$ cat config.mk
export PLATFORM = sky130hd
export DESIGN_NAME = fp32_add
export DESIGN_NICKNAME = d
export VERILOG_FILES = /design/src/rtl/fp32_pkg.sv /design/src/rtl/fp32_add_lzc.sv /design/src/rtl/fp32_add.sv
export SDC_FILE = /design/constraint.sdc
export NUM_CORES = 1
export LEC_CHECK = 0
export BUFFER_PORTS_ARGS = -buffer_cell sky130_fd_sc_hd__clkbuf_2
export CORE_ASPECT_RATIO = 1.4
export CORE_MARGIN = 4
export CORE_UTILIZATION = 25
export CTS_BUF_LIST = sky130_fd_sc_hd__clkbuf_4 sky130_fd_sc_hd__clkbuf_8
export DETAILED_ROUTE_END_ITERATION = 7
export PLACE_DENSITY = 0.47
export SYNTH_ARGS = -nofsm -noshare
export SYNTH_HDL_FRONTEND = slang
export SYNTH_SLANG_ARGS = --single-unit
$ cat constraint.sdc
create_clock -name clk -period 7.59 [get_ports clk]
set_input_delay 1.518 -clock clk [delete_from_list [all_inputs] [get_ports clk]]
set_output_delay 1.518 -clock clk [all_outputs]
set_load 0.005 [all_outputs]
$ cat src/rtl/fp32_pkg.sv
// Shared binary32 field definitions, constants and operand classification
// for the floating-point datapath.
package fp32_pkg;
   localparam int EXP_W  = 8;
   localparam int FRAC_W = 23;
   localparam int BIAS   = 127;

   localparam logic [EXP_W-1:0] EXP_MAX = EXP_W'(2 * BIAS + 1);
   localparam logic [31:0] QNAN    = 32'h7FC0_0000;
   localparam logic [31:0] POS_INF = 32'h7F80_0000;
   localparam logic [31:0] NEG_INF = 32'hFF80_0000;

   typedef struct packed {
      logic              sign;
      logic [EXP_W-1:0]  exp;
      logic [FRAC_W-1:0] frac;
   } fp32_t;

   typedef enum logic [1:0] {FP_ZERO, FP_NORM, FP_INF, FP_NAN} fp_class_e;

   // Exponent 0 counts as zero, so subnormal inputs are flushed here.
   function automatic fp_class_e classify(input fp32_t x);
      if (x.exp == '0) return FP_ZERO;
      if (x.exp == EXP_MAX) return (x.frac == '0) ? FP_INF : FP_NAN;
      return FP_NORM;
   endfunction
endpackage

$ cat src/rtl/fp32_add_lzc.sv
// Leading-zero counter over the 28-bit {carry, significand, G, R, S} vector.
// An all-zero vector reports 28.
module fp_lzc28 (
   input  logic [27:0] v,
   output logic [4:0]  cnt
);
   always_comb begin
      cnt = 5'd28;
      for (int i = 0; i < 28; i++)
         if (v[i]) cnt = 5'(27 - i);
   end
endmodule

$ cat src/rtl/fp32_add.sv
// Pipelined binary32 adder: input capture, unpack/align, add/normalize/round.
// Round-to-nearest-even, flush-to-zero for subnormals, canonical quiet NaN.
module fp32_add
   import fp32_pkg::*;
(
   input  logic        clk,
   input  logic        rst_n,
   input  logic        in_valid,
   input  logic [31:0] a,
   input  logic [31:0] b,
   output logic        out_valid,
   output logic [31:0] result
);
   // in_valid qualifies a/b on the edge it is sampled; out_valid rises two
   // edges later with the sum. No ready: one op per clock, never stalled.
   logic        v0_q, v0_d, v1_q, v1_d, out_valid_q, out_valid_d;
   fp32_t       a_q, a_d, b_q, b_d;
   logic        spec_q, spec_d, sign_q, sign_d, sub_q, sub_d;
   logic [31:0] spec_val_q, spec_val_d, result_q, result_d;
   logic [7:0]  exp_x_q, exp_x_d;
   logic [23:0] sig_x_q, sig_x_d, sig_y_q, sig_y_d;
   logic [2:0]  grs_q, grs_d;

   fp_class_e   cls_a, cls_b;
   fp32_t       x;
   logic [7:0]  y_exp, diff;
   logic [22:0] y_frac;
   logic [49:0] y_shift;

   always_comb begin
      v0_d = in_valid;
      a_d  = a;
      b_d  = b;
   end

   always_comb begin
      cls_a = classify(a_q);
      cls_b = classify(b_q);
      if ({a_q.exp, a_q.frac} >= {b_q.exp, b_q.frac}) begin
         x = a_q; y_exp = b_q.exp; y_frac = b_q.frac;
      end else begin
         x = b_q; y_exp = a_q.exp; y_frac = a_q.frac;
      end
      diff    = x.exp - y_exp;
      y_shift = {1'b1, y_frac, 26'd0} >> diff[4:0];
      v1_d    = v0_q;
      sign_d  = x.sign;
      sub_d   = a_q.sign ^ b_q.sign;
      exp_x_d = x.exp;
      sig_x_d = {1'b1, x.frac};
      // Beyond 25 places only the sticky bit survives of the smaller operand.
      if (diff >= 8'd26) begin
         sig_y_d = '0;
         grs_d   = 3'b001;
      end else begin
         sig_y_d = y_shift[49:26];
         grs_d   = {y_shift[25], y_shift[24], |y_shift[23:0]};
      end
      spec_d     = 1'b1;
      spec_val_d = '0;
      if (cls_a == FP_NAN || cls_b == FP_NAN)         spec_val_d = QNAN;
      else if (cls_a == FP_INF && cls_b == FP_INF)    spec_val_d = (a_q.sign == b_q.sign) ? a_q : QNAN;
      else if (cls_a == FP_INF)                       spec_val_d = a_q;
      else if (cls_b == FP_INF)                       spec_val_d = b_q;
      else if (cls_a == FP_ZERO && cls_b == FP_ZERO)  spec_val_d = {a_q.sign & b_q.sign, 31'd0};
      else if (cls_a == FP_ZERO)                      spec_val_d = b_q;
      else if (cls_b == FP_ZERO)                      spec_val_d = a_q;
      else                                            spec_d = 1'b0;
   end

   logic [27:0] mx, my, sum;
   logic [26:0] norm;
   logic [4:0]  lz, sh;
   logic [23:0] sig_n;
   logic        g, r, s, inc;
   logic [24:0] sig_r;
   logic [9:0]  exp_n, exp_r;
   logic [22:0] frac_r;

   fp_lzc28 u_lzc (.v(sum), .cnt(lz));

   always_comb begin
      mx   = {1'b0, sig_x_q, 3'b000};
      my   = {1'b0, sig_y_q, grs_q};
      sum  = sub_q ? (mx - my) : (mx + my);
      sh   = '0;
      norm = sum[26:0];
      if (sum[27]) begin
         sig_n = sum[27:4];
         g     = sum[3];
         r     = sum[2];
         s     = sum[1] | sum[0];
         exp_n = {2'b00, exp_x_q} + 10'd1;
      end else begin
         sh    = lz - 5'd1;
         norm  = sum[26:0] << sh;
         sig_n = norm[26:3];
         g     = norm[2];
         r     = norm[1];
         s     = norm[0];
         exp_n = {2'b00, exp_x_q} - {5'd0, sh};
      end
      inc    = g & (r | s | sig_n[0]);
      sig_r  = {1'b0, sig_n} + {24'd0, inc};
      exp_r  = exp_n + {9'd0, sig_r[24]};
      frac_r = sig_r[24] ? sig_r[23:1] : sig_r[22:0];

      out_valid_d = v1_q;
      result_d    = result_q;
      if (v1_q) begin
         if (spec_q)                        result_d = spec_val_q;
         else if (sum == '0)                result_d = '0;
         else if ({3'd0, sh} >= exp_x_q)    result_d = {sign_q, 31'd0};
         else if (exp_r >= 10'd255)         result_d = sign_q ? NEG_INF : POS_INF;
         else                               result_d = {sign_q, exp_r[7:0], frac_r};
      end
   end

   always_ff @(posedge clk) begin
      if (!rst_n) begin
         v0_q        <= 1'b0;
         v1_q        <= 1'b0;
         out_valid_q <= 1'b0;
         result_q    <= '0;
      end else begin
         v0_q        <= v0_d;
         v1_q        <= v1_d;
         out_valid_q <= out_valid_d;
         result_q    <= result_d;
      end
   end

   always_ff @(posedge clk) begin
      a_q        <= a_d;
      b_q        <= b_d;
      spec_q     <= spec_d;
      spec_val_q <= spec_val_d;
      sign_q     <= sign_d;
      sub_q      <= sub_d;
      exp_x_q    <= exp_x_d;
      sig_x_q    <= sig_x_d;
      sig_y_q    <= sig_y_d;
      grs_q      <= grs_d;
   end

   assign out_valid = out_valid_q;
   assign result    = result_q;
endmodule

After elaboration in Yosys (flattened, before gate mapping)
Index checks and enable logic that the tools add are counted.
Word-level totals
  output and inout bits: 33
  input port bits: 67
  register bits after elaboration: 192
Operators by class
  reductions and logical operators: 12
  add/subtract/negate cells: 8
  shift operators: 2
  magnitude comparators: 4
  equality and inequality tests: 7
  bitwise logic cells: 6
  muxes and demuxes: 68
Operators with widths (count)
  2-to-1 mux 32 bit: 13
  2-to-1 mux 5 bit: 17
  right shift 50 x 5 -> 50 bit: 1
  logical NOT 23 bit: 2
  2-to-1 mux 23 bit: 2
  2-to-1 mux 4 bit: 8
  >= comparator 31 bit: 1
  adder 27 x 27 -> 28 bit: 1
  logical NOT 28 bit: 1
  2-to-1 mux 28 bit: 1
  subtractor 27 x 27 -> 28 bit: 1
  left shift 27 x 5 -> 27 bit: 1
  adder 24 x 1 -> 25 bit: 1
  2-to-1 mux 24 bit: 1
  OR reduction 24 bit: 1
  == test 8 bit, second input constant: 2
  logical NOT 8 bit: 2
  2-to-1 mux 2 bit: 8
  2-to-1 mux 1 bit: 12
  2-to-1 mux 3 bit: 4
  adder 10 x 1 -> 10 bit: 1
  >= comparator 10 x 8 -> 1 bit, second input constant: 1
  2-to-1 mux 10 bit: 1
  adder 8 x 1 -> 9 bit, second input constant: 1
  15 further kinds: 23

Logic depth before layout (Yosys ltp)
Gate-level depths: netlist (run 1).
  word-level depth: 43
  mapped depth: 43

By module
Synthesis (run 1) repeated with hierarchy kept, for this count alone.
Second synthesis, totals
  cells, all modules: 2195
  area total of the unflattened synthesis: 16582.2 µm²
By module, submodules not included
  fp32_add: times used 1, cells an instance 2135, seq. area each 3843.7 µm², area an instance 16245.6 µm²
  fp_lzc28: times used 1, cells an instance 60, seq. area each 0.0 µm², area an instance 336.6 µm²

Worst setup path before layout (run 1)
OpenSTA, ideal clock, no wires.
  path type: register to register
  from: register sig_y_q[1]
  to: register result_q[5], in the netlist result[5]
  arrival time: 8261 ps
  clock period less this slack: 8336 ps
  stages on the path, launching flop included: 37
  required time: 7516 ps
  library setup time: 74 ps
  setup slack: -746 ps
  cell sequence: dfxtp_1 > inv_1 > ha_1 > buf_6 > nand2b_4 > a2111o_1 > a2111oi_4 > o31ai_1 > a21oi_2 > nor2_1 > a221o_1 > a2111o_1 > a21oi_2 > inv_2 > buf_2 > ha_1 > clkbuf_1 > clkbuf_1 > o2111ai_1 > o221ai_1 > a22oi_1 > inv_1 > ha_1 > nor4b_4 > nor4b_1 > and3_2 > ha_1 > and3_1 > and3_1 > nand3_1 > or3_1 > o21ai_1 > nor2b_1 > a21boi_4 > buf_6 > o21ai_1 > a31oi_1
Between the ends
  cells in the longest elaborated chain, start to end: 39
Ends and longest elaborated chain
  from (decl): line fp32_add.sv:21  | logic [23:0] sig_x_q, sig_x_d, sig_y_q, sig_y_d;
  from (signal assigned): line fp32_add.sv:142  | sig_y_q <= sig_y_d;
  adder 27 x 27 -> 28 bit or subtractor 27 x 27 -> 28 bit (tied branches): line fp32_add.sv:85  | sum = sub_q ? (mx - my) : (mx + my);
  2-to-1 mux 28 bit (*): line fp32_add.sv:85
  2-to-1 mux 4 bit (8 in series): line fp32_add_lzc.sv:10  | if (v[i]) cnt = 5'(27 - i);
  2-to-1 mux 5 bit (16 in series): line fp32_add_lzc.sv:10
  subtractor 5 x 1 -> 5 bit: line fp32_add.sv:95  | sh = lz - 5'd1;
  left shift 27 x 5 -> 27 bit: line fp32_add.sv:96  | norm = sum[26:0] << sh;
  2-to-1 mux 1 bit: line fp32_add.sv:88  | if (sum[27]) begin
  bitwise OR 1 bit (2 in series): line fp32_add.sv:103  | inc = g & (r | s | sig_n[0]);
  AND 1 bit: line fp32_add.sv:103
  adder 24 x 1 -> 25 bit: line fp32_add.sv:104  | sig_r = {1'b0, sig_n} + {24'd0, inc};
  adder 10 x 1 -> 10 bit: line fp32_add.sv:105  | exp_r = exp_n + {9'd0, sig_r[24]};
  >= comparator 10 x 8 -> 1 bit: line fp32_add.sv:114  | else if (exp_r >= 10'd255) result_d = sign_q ? NEG_INF : POS_INF;
  2-to-1 mux 32 bit: line fp32_add.sv:114
  2-to-1 mux 32 bit: line fp32_add.sv:113  | else if ({3'd0, sh} >= exp_x_q) result_d = {sign_q, 31'd0};
  2-to-1 mux 32 bit (*): line fp32_add.sv:112  | else if (sum == '0) result_d = '0;
  2-to-1 mux 32 bit (*): line fp32_add.sv:111  | if (spec_q) result_d = spec_val_q;
  to (signal assigned): line fp32_add.sv:129  | result_q <= result_d;
  to (decl): line fp32_add.sv:19  | logic [31:0] spec_val_q, spec_val_d, result_q, result_d;
Every way passes the cells marked *; elsewhere a longest branch is shown, timed or not.
A chain may end at the register's enable or synchronous reset.

Worst setup path after layout (run 1)
  from: register sig_y_q[1]
  to: register result_q[19], in the netlist result[19]
The elaborated chain is that of the path after synthesis.

==> flow_metrics.env, run 1 <==
export IMPL_status="complete, but fails checks"
export IMPL_violations="setup timing"
export IMPL_cp_end_kind="flop"
export IMPL_worst_path_most_repeated_cell="buf_4"
export IMPL_wl_um=70600
export IMPL_max_vdd_ir_drop_mv=0.111
export IMPL_fmax_ghz=0.130
export IMPL_io_buffers=99
export IMPL_ys_types=109
export IMPL_r2r_setup_slack_ps=-90
export IMPL_path_buf_inv=6
export IMPL_synth_seq_area_share_pct=24.1
export IMPL_synth_warnings=0
export IMPL_synth_top_area_share_pct=24.1
export IMPL_crit_slowest_cell="or4_4"
export IMPL_holdCritPathClass="reg -> reg"
export IMPL_grt_pass1_vias=17200
export IMPL_drt_pass1_iterations=6
export IMPL_worstHoldStart="v0_q"
export IMPL_cts_htree_levels=4
export IMPL_synthesis_area_mm2=0.0160
export IMPL_synth_avg_cell_area_um2=7.88
export IMPL_max_slew_margin_pct=15.4
export IMPL_setup_violations=18
export IMPL_drive_above_1_share_pct=29.6
export IMPL_pin_count=100
export IMPL_cts_buffers=17
export IMPL_grt_pass1_wl_um=106000
export IMPL_wl_per_cell_um=22.0
export IMPL_n_fill_cell=6767
export IMPL_area_delta_synth_final_pct=30.9
export IMPL_clock_sinks=192
export IMPL_hold_violations=0
export IMPL_cts_tree="built"
export IMPL_multiInputGateArea_mm2=0.0120
export IMPL_r2r_start="sig_y_q[1]"
export IMPL_die_h_um=307
export IMPL_hold_depth=1
export IMPL_crit_arrival_ps=8090
export IMPL_leakagePower_uw=0.00873
export IMPL_yosys_top_cells_count="dfxtp_1 (192), nand2_1 (173), nor2_1 (169), a21oi_1 (146), o21ai_0 (143)"
export IMPL_worstSetupPathType="reg -> reg"
export IMPL_drv_cap=0
export IMPL_clockRootBuffer="clkbuf_8"
export IMPL_placementRows=109
export IMPL_ys_ff_latch=192
export IMPL_synthArstFlopShare_pct=0
export IMPL_grt_setup_unrepaired="yes"
export IMPL_coreArea_mm2=0.0633
export IMPL_max_slew_worst_pin_slew_ps=1260
export IMPL_fin_ws_ps=-88.5
export IMPL_cp_slowest_stage_delay_ps=530
export IMPL_drv_slew=0
export IMPL_grt_usage_pct=19.8
export IMPL_fin_hold_ws_ps=451
export IMPL_antenna_found_initial=1
export IMPL_fin_crit_sh_pct=101
export IMPL_finalNonFillerCells=3207
export IMPL_r2r_cells=33
export IMPL_seqCellArea_mm2=0.00385
export IMPL_synth_edf_count=0
export IMPL_crit_cells=33
export IMPL_cp_required_ps=8000
export IMPL_synth_nets=2193
export IMPL_drc=0
export IMPL_grt_overflow=0
export IMPL_grt_max_degree=73
export IMPL_nets=2527
export IMPL_start_util_pct=25.2
export IMPL_gp_congestion=0.948
export IMPL_vias=17400
export IMPL_synthFlopType="dfxtp_1"
export IMPL_period_needed_ps=7680
export IMPL_die_w_um=222
export IMPL_critical_path_top_delay_family="simple AND/OR/NAND/NOR gates"
export IMPL_timing_rr_end="result[19]"
export IMPL_synthTopCellsByArea="dfxtp_1 (24%), ha_1 (7.6%), a21oi_1 (4.6%)"
export IMPL_yosysMostFrequentCell="dfxtp_1"
export IMPL_power_density_mw_per_mm2=294
export IMPL_clk_pin_slew_ps=140
export IMPL_detail_route_vias_per_cell=5.44
export IMPL_cts_hold_buf=0
export IMPL_ant_nets=0
export IMPL_whs_endpoint="out_valid_d"
export IMPL_dpl_cell_count=3124
export IMPL_clk_latency_ps=530
export IMPL_clock_path_buffers=2
export IMPL_netlist_instances=2027
export IMPL_worst_setup_path_start_kind="flop"
export IMPL_initialDrtViolationCount=1371
export IMPL_finClkSkew_ps=30.0
export IMPL_cp_max_fo=10
export IMPL_startpoint="sig_y_q[1]"
export IMPL_dieArea_mm2=0.0681
export IMPL_post_dp_hpwl_um=56900
export IMPL_yosys_area_top_type="dfxtp_1"
[logic make-up after synthesis]
group           Yosys count  synth area share, %
simple gates            663                 20.9
buf+inv                 229                 5.72
fa+ha+maj                99                 7.85
compound gates          675                 30.0
mux                     115                 8.51
flops                   192                 24.1
xor+xnor                 54                 2.96
[worst max-delay path by stage]
stage / slack [ps] / to
after floorplan: -70 / result[5]
after global placement: -520 / result[5]
after detailed placement: -500 / result[5]
after CTS: -190 / result[11]
after global routing: -430 / result[15]
final: -90 / result[19]
[where the power goes]
part           switching (uW)  internal, uW
Combinational            2340          1910
Clock                     467           268
Sequential               86.3          1080
[cells in the final DEF (no fill, tap or decap), types with 65 or more instances in the layout]
master | Yosys | final
clkbuf_2 | 0 | 99
mux2i_1 | 65 | 65
buf_4 | 1 | 319
ha_1 | 97 | 87
dfxtp_1 | 192 | 185
o21ai_0 | 143 | 139
a21oi_1 | 146 | 129
nand2_1 | 173 | 170
nor2_1 | 169 | 165
inv_1 | 104 | 99
[routing by layer]
metal | GRT usage (%) | routed length (um) | vias to the layer above
li1 | - | - | 8273
met1 | 22.9 | 27800 | 8399
met2 | 36.3 | 35900 | 601
met3 | 1.63 | 2460 | 161
met4 | 10.8 | 4390 | 0
met5 | 0 | 0 | -
[flip-flops by register name, summed over array words and instances, names as in the netlist, 3 cells and up]
signal / flops
a_q: 32
sig_y_q: 24
b_q: 32
spec_val_q: 32
grs_q: 3
exp_x_q: 8
result: 32
sig_x_q: 23
[what timing repair did]
| action | 4_1_cts | 5_1_grt |
|---|---|---|
| gates resized for setup | 50 | 77 |
| pin swaps | 31 | 50 |
| setup buffers | 39 | 12 |
| gates cloned | 2 | 0 |
| setup endpoints to repair | 31 | 32 |
[through the flow]
| stage | instance area [um2] | setup TNS [ps] | util [%] | setup slack [ps] | total power [uW] |
|---|---|---|---|---|---|
| floorplan | 16200 | -644 | - | -74.3 | 3320 |
| global placement | 19400 | -12400 | 30.7 | -522 | 4990 |
| detailed placement | 19400 | -10990 | 30.7 | -497 | 4980 |
| CTS | 20500 | -3940 | 32.4 | -190 | 5960 |
| global route | 20900 | -10180 | 33.1 | -425 | 6500 |
| finish | 20900 | -928 | 33.1 | -88.5 | 6150 |
[area by class of cell]
type / instances / area share (%)
clock buffers: 17 / 1.12
diodes: 1 / 0.0120
well taps: 832 / 4.98
flip-flops and latches: 192 / 18.4
clock inverters: 15 / 1.02
repair buffers: 434 / 15.0
repair inverters: 1 / 0.0359
inverters: 109 / 1.98
multi-input cells: 1606 / 57.5
Note: power is estimated with default switching activity, not from simulation.
==> run 2: changes to the inputs <==
Settings changed: ABC_AREA from default to 1.
==> flow_metrics.env, run 2 <==
export IMPL_worst_path_most_repeated_cell="nand2_1"
export IMPL_coreArea_mm2=0.0579
export IMPL_grt_overflow=0
export IMPL_io_buffers=99
export IMPL_holdCritPathClass="reg -> reg"
export IMPL_worstHoldStart="v0_q"
export IMPL_die_h_um=295
export IMPL_startpoint="sig_x_q[0]"
export IMPL_clk_pin_slew_ps=130
export IMPL_clk_latency_ps=520
export IMPL_cp_end_kind="flop"
export IMPL_period_needed_ps=7030
export IMPL_nets=2593
export IMPL_post_dp_hpwl_um=50900
export IMPL_vias=15900
export IMPL_pin_count=100
export IMPL_max_slew_margin_pct=37.4
export IMPL_synth_warnings=0
export IMPL_drv_cap=0
export IMPL_power_density_mw_per_mm2=296
export IMPL_yosys_top_cells_count="nand2_1 (581), nand3_1 (251), inv_1 (225), o21ai_0 (209), dfxtp_1 (192)"
export IMPL_synth_top_area_share_pct=26.2
export IMPL_p_total_uw=5130
export IMPL_fmax_ghz=0.142
export IMPL_cp_max_fo=6
export IMPL_synth_avg_cell_area_um2=6.41
export IMPL_synthMuxAreaShare_pct=0.477
export IMPL_cts_hold_buf=0
export IMPL_synthFlopType="dfxtp_1"
export IMPL_max_slew_worst_pin_slew_ps=930
export IMPL_cts_buffers=17
export IMPL_fin_crit_sh_pct=92.6
export IMPL_die_w_um=213
export IMPL_yosysMostFrequentCell="nand2_1"
export IMPL_synth_top_family_by_area="simple AND/OR/NAND/NOR gates"
export IMPL_leakagePower_uw=0.00835
export IMPL_gp_congestion=0.937
export IMPL_placementRows=104
export IMPL_clock_sinks=192
export IMPL_r2r_start="sig_x_q[0]"
export IMPL_yosys_area_share_xor_xnor_pct=3.06
export IMPL_worstSetupPathType="reg -> reg"
export IMPL_crit_arrival_ps=7460
export IMPL_crit_slowest_cell="fa_2"
export IMPL_netlist_instances=2293
export IMPL_grt_pass1_vias=16000
export IMPL_dieArea_mm2=0.0628
export IMPL_start_util_pct=25.4
export IMPL_ys_ff_latch=192
export IMPL_multiInputGateArea_mm2=0.00972
export IMPL_synth_simple_area_share_pct=34.9
export IMPL_ant_nets=0
export IMPL_cts_tree="built"
export IMPL_yosys_area_top_type="dfxtp_1"
export IMPL_setup_violations=0
export IMPL_synthTopCellsByArea="dfxtp_1 (26%), nand2_1 (15%), nand3_1 (8.5%)"
export IMPL_final_common_cell="nand2_1"
export IMPL_drc=0
export IMPL_dpl_cell_count=3139
export IMPL_drv_slew=0
export IMPL_ys_types=67
export IMPL_synth_compound_area_share_pct=17.4
export IMPL_finClkSkew_ps=38.4
export IMPL_grt_pass1_wl_um=91700
export IMPL_drt_pass1_iterations=6
export IMPL_clockRootBuffer="clkbuf_8"
export IMPL_antenna_found_initial=1
export IMPL_synth_edf_count=0
export IMPL_max_vdd_ir_drop_mv=0.122
export IMPL_wl_per_cell_um=19.0
export IMPL_wl_um=60500
export IMPL_drive_above_1_share_pct=15.4
export IMPL_area_delta_synth_final_pct=17.9
export IMPL_n_fill_cell=6426
export IMPL_grt_max_degree=85
export IMPL_synthAdderAreaFrac_pct=8.53
export IMPL_worst_setup_path_start_kind="flop"
export IMPL_mostFrequentLayoutCells="nand2_1 (571), nand3_1 (247), inv_1 (225)"
export IMPL_synthArstFlopShare_pct=0
export IMPL_clock_path_buffers=2
export IMPL_synth_seq_area_share_pct=26.2
export IMPL_synth_nets=2459
export IMPL_detail_route_vias_per_cell=4.99
export IMPL_synthesis_area_mm2=0.0147
export IMPL_cp_required_ps=8020
export IMPL_status="finished clean"
export IMPL_grt_usage_pct=18.9
export IMPL_initialDrtViolationCount=1111
export IMPL_cts_htree_levels=4
export IMPL_cp_slowest_stage_delay_ps=370
export IMPL_hold_violations=0
export IMPL_finalNonFillerCells=3183
export IMPL_seqCellArea_mm2=0.00385
-- run 2: changes by cell type after synthesis, sizes merged, moves of 23 or more --
cell and delta:
a22oi -23, clkbuf -37, inv +134, mux2 -37, mux2i -58, nand2 +426, nand3 +219, nor2b -23
nor3 -46, o21ai +70, or3 -33, xnor2 -35, xor2 +28
-- run 2: worst paths after layout --
| kind | endpoint | slack (ps) | cells after the start |
|---|---|---|---|
| max | result[20] | 560 | 49 |
| min | out_valid_d | 430 | 2 |
| max reg2reg | result[20] | 560 | 49 |
| min reg2reg | out_valid_d | 430 | 2 |
-- run 2: layer usage --
layer | global-route usage [%] | routed length [um] | vias up | part of all wire (%)
li1 | - | - | 7907 | -
met1 | 20.3 | 22900 | 7323 | 38
met2 | 35.0 | 31300 | 499 | 52
met3 | 1.67 | 1990 | 155 | 3.3
met4 | 12.0 | 4200 | 0 | 6.9
met5 | 0 | 0 | - | 0
-- run 2: final cells by class --
type	instances	share of cell area, %
antenna	1	0.0144
clock buffer	17	1.35
clock inverter	15	1.30
inverter	249	5.42
multi-input combinational	1754	56.1
sequential	192	22.2
tap	742	5.36
timing repair buffer	213	8.23
-- run 2: kinds of logic (layout without fill, tap and decap cells) --
logic type / Yosys count / count (layout)
simple gates: 1145 / 1145
xor+xnor: 47 / 47
buf+inv: 347 / 494
flops: 192 / 192
other cells: 0 / 1
fa+ha+maj: 99 / 99
compound gates: 456 / 456
mux: 7 / 7
-- run 2: what timing repair did --
item / in CTS / in global routing
setup buffers: 0 / 11
cloned: 0 / 0
resized for setup: 1 / 60
pin swaps: 0 / 11
endpoints found under the setup margin: 3 / 31
-- run 2: critical path, delay by kind of cell (launching register included) --
family,cells,cell delay (ps)
buf+inv,6,750
simple gates,27,3060
compound gates,9,1240
fa+ha+maj,5,1070
xor+xnor,2,490
flops,1,350
-- run 2: power by group --
group / internal [uW] / total (uW) / leakage (uW) / switching, uW
Sequential: 1080 / 1150 / 0.00159 / 69.5
Clock: 274 / 752 / 0.000224 / 478
Combinational: 1130 / 3230 / 0.00654 / 2110
-- run 2: through the flow --
stage	cell area, um2	hold WS (ps)	setup WS [ps]	utilization (%)	TNS, ps
floorplan	14700	390	505	-	0
global placement	16500	396	189	28.5	0
detailed placement	16500	410	31.6	28.5	0
CTS	17000	436	11.0	29.3	0
global route	17300	468	-28.6	29.9	-88.6
finish	17300	434	563	29.9	0
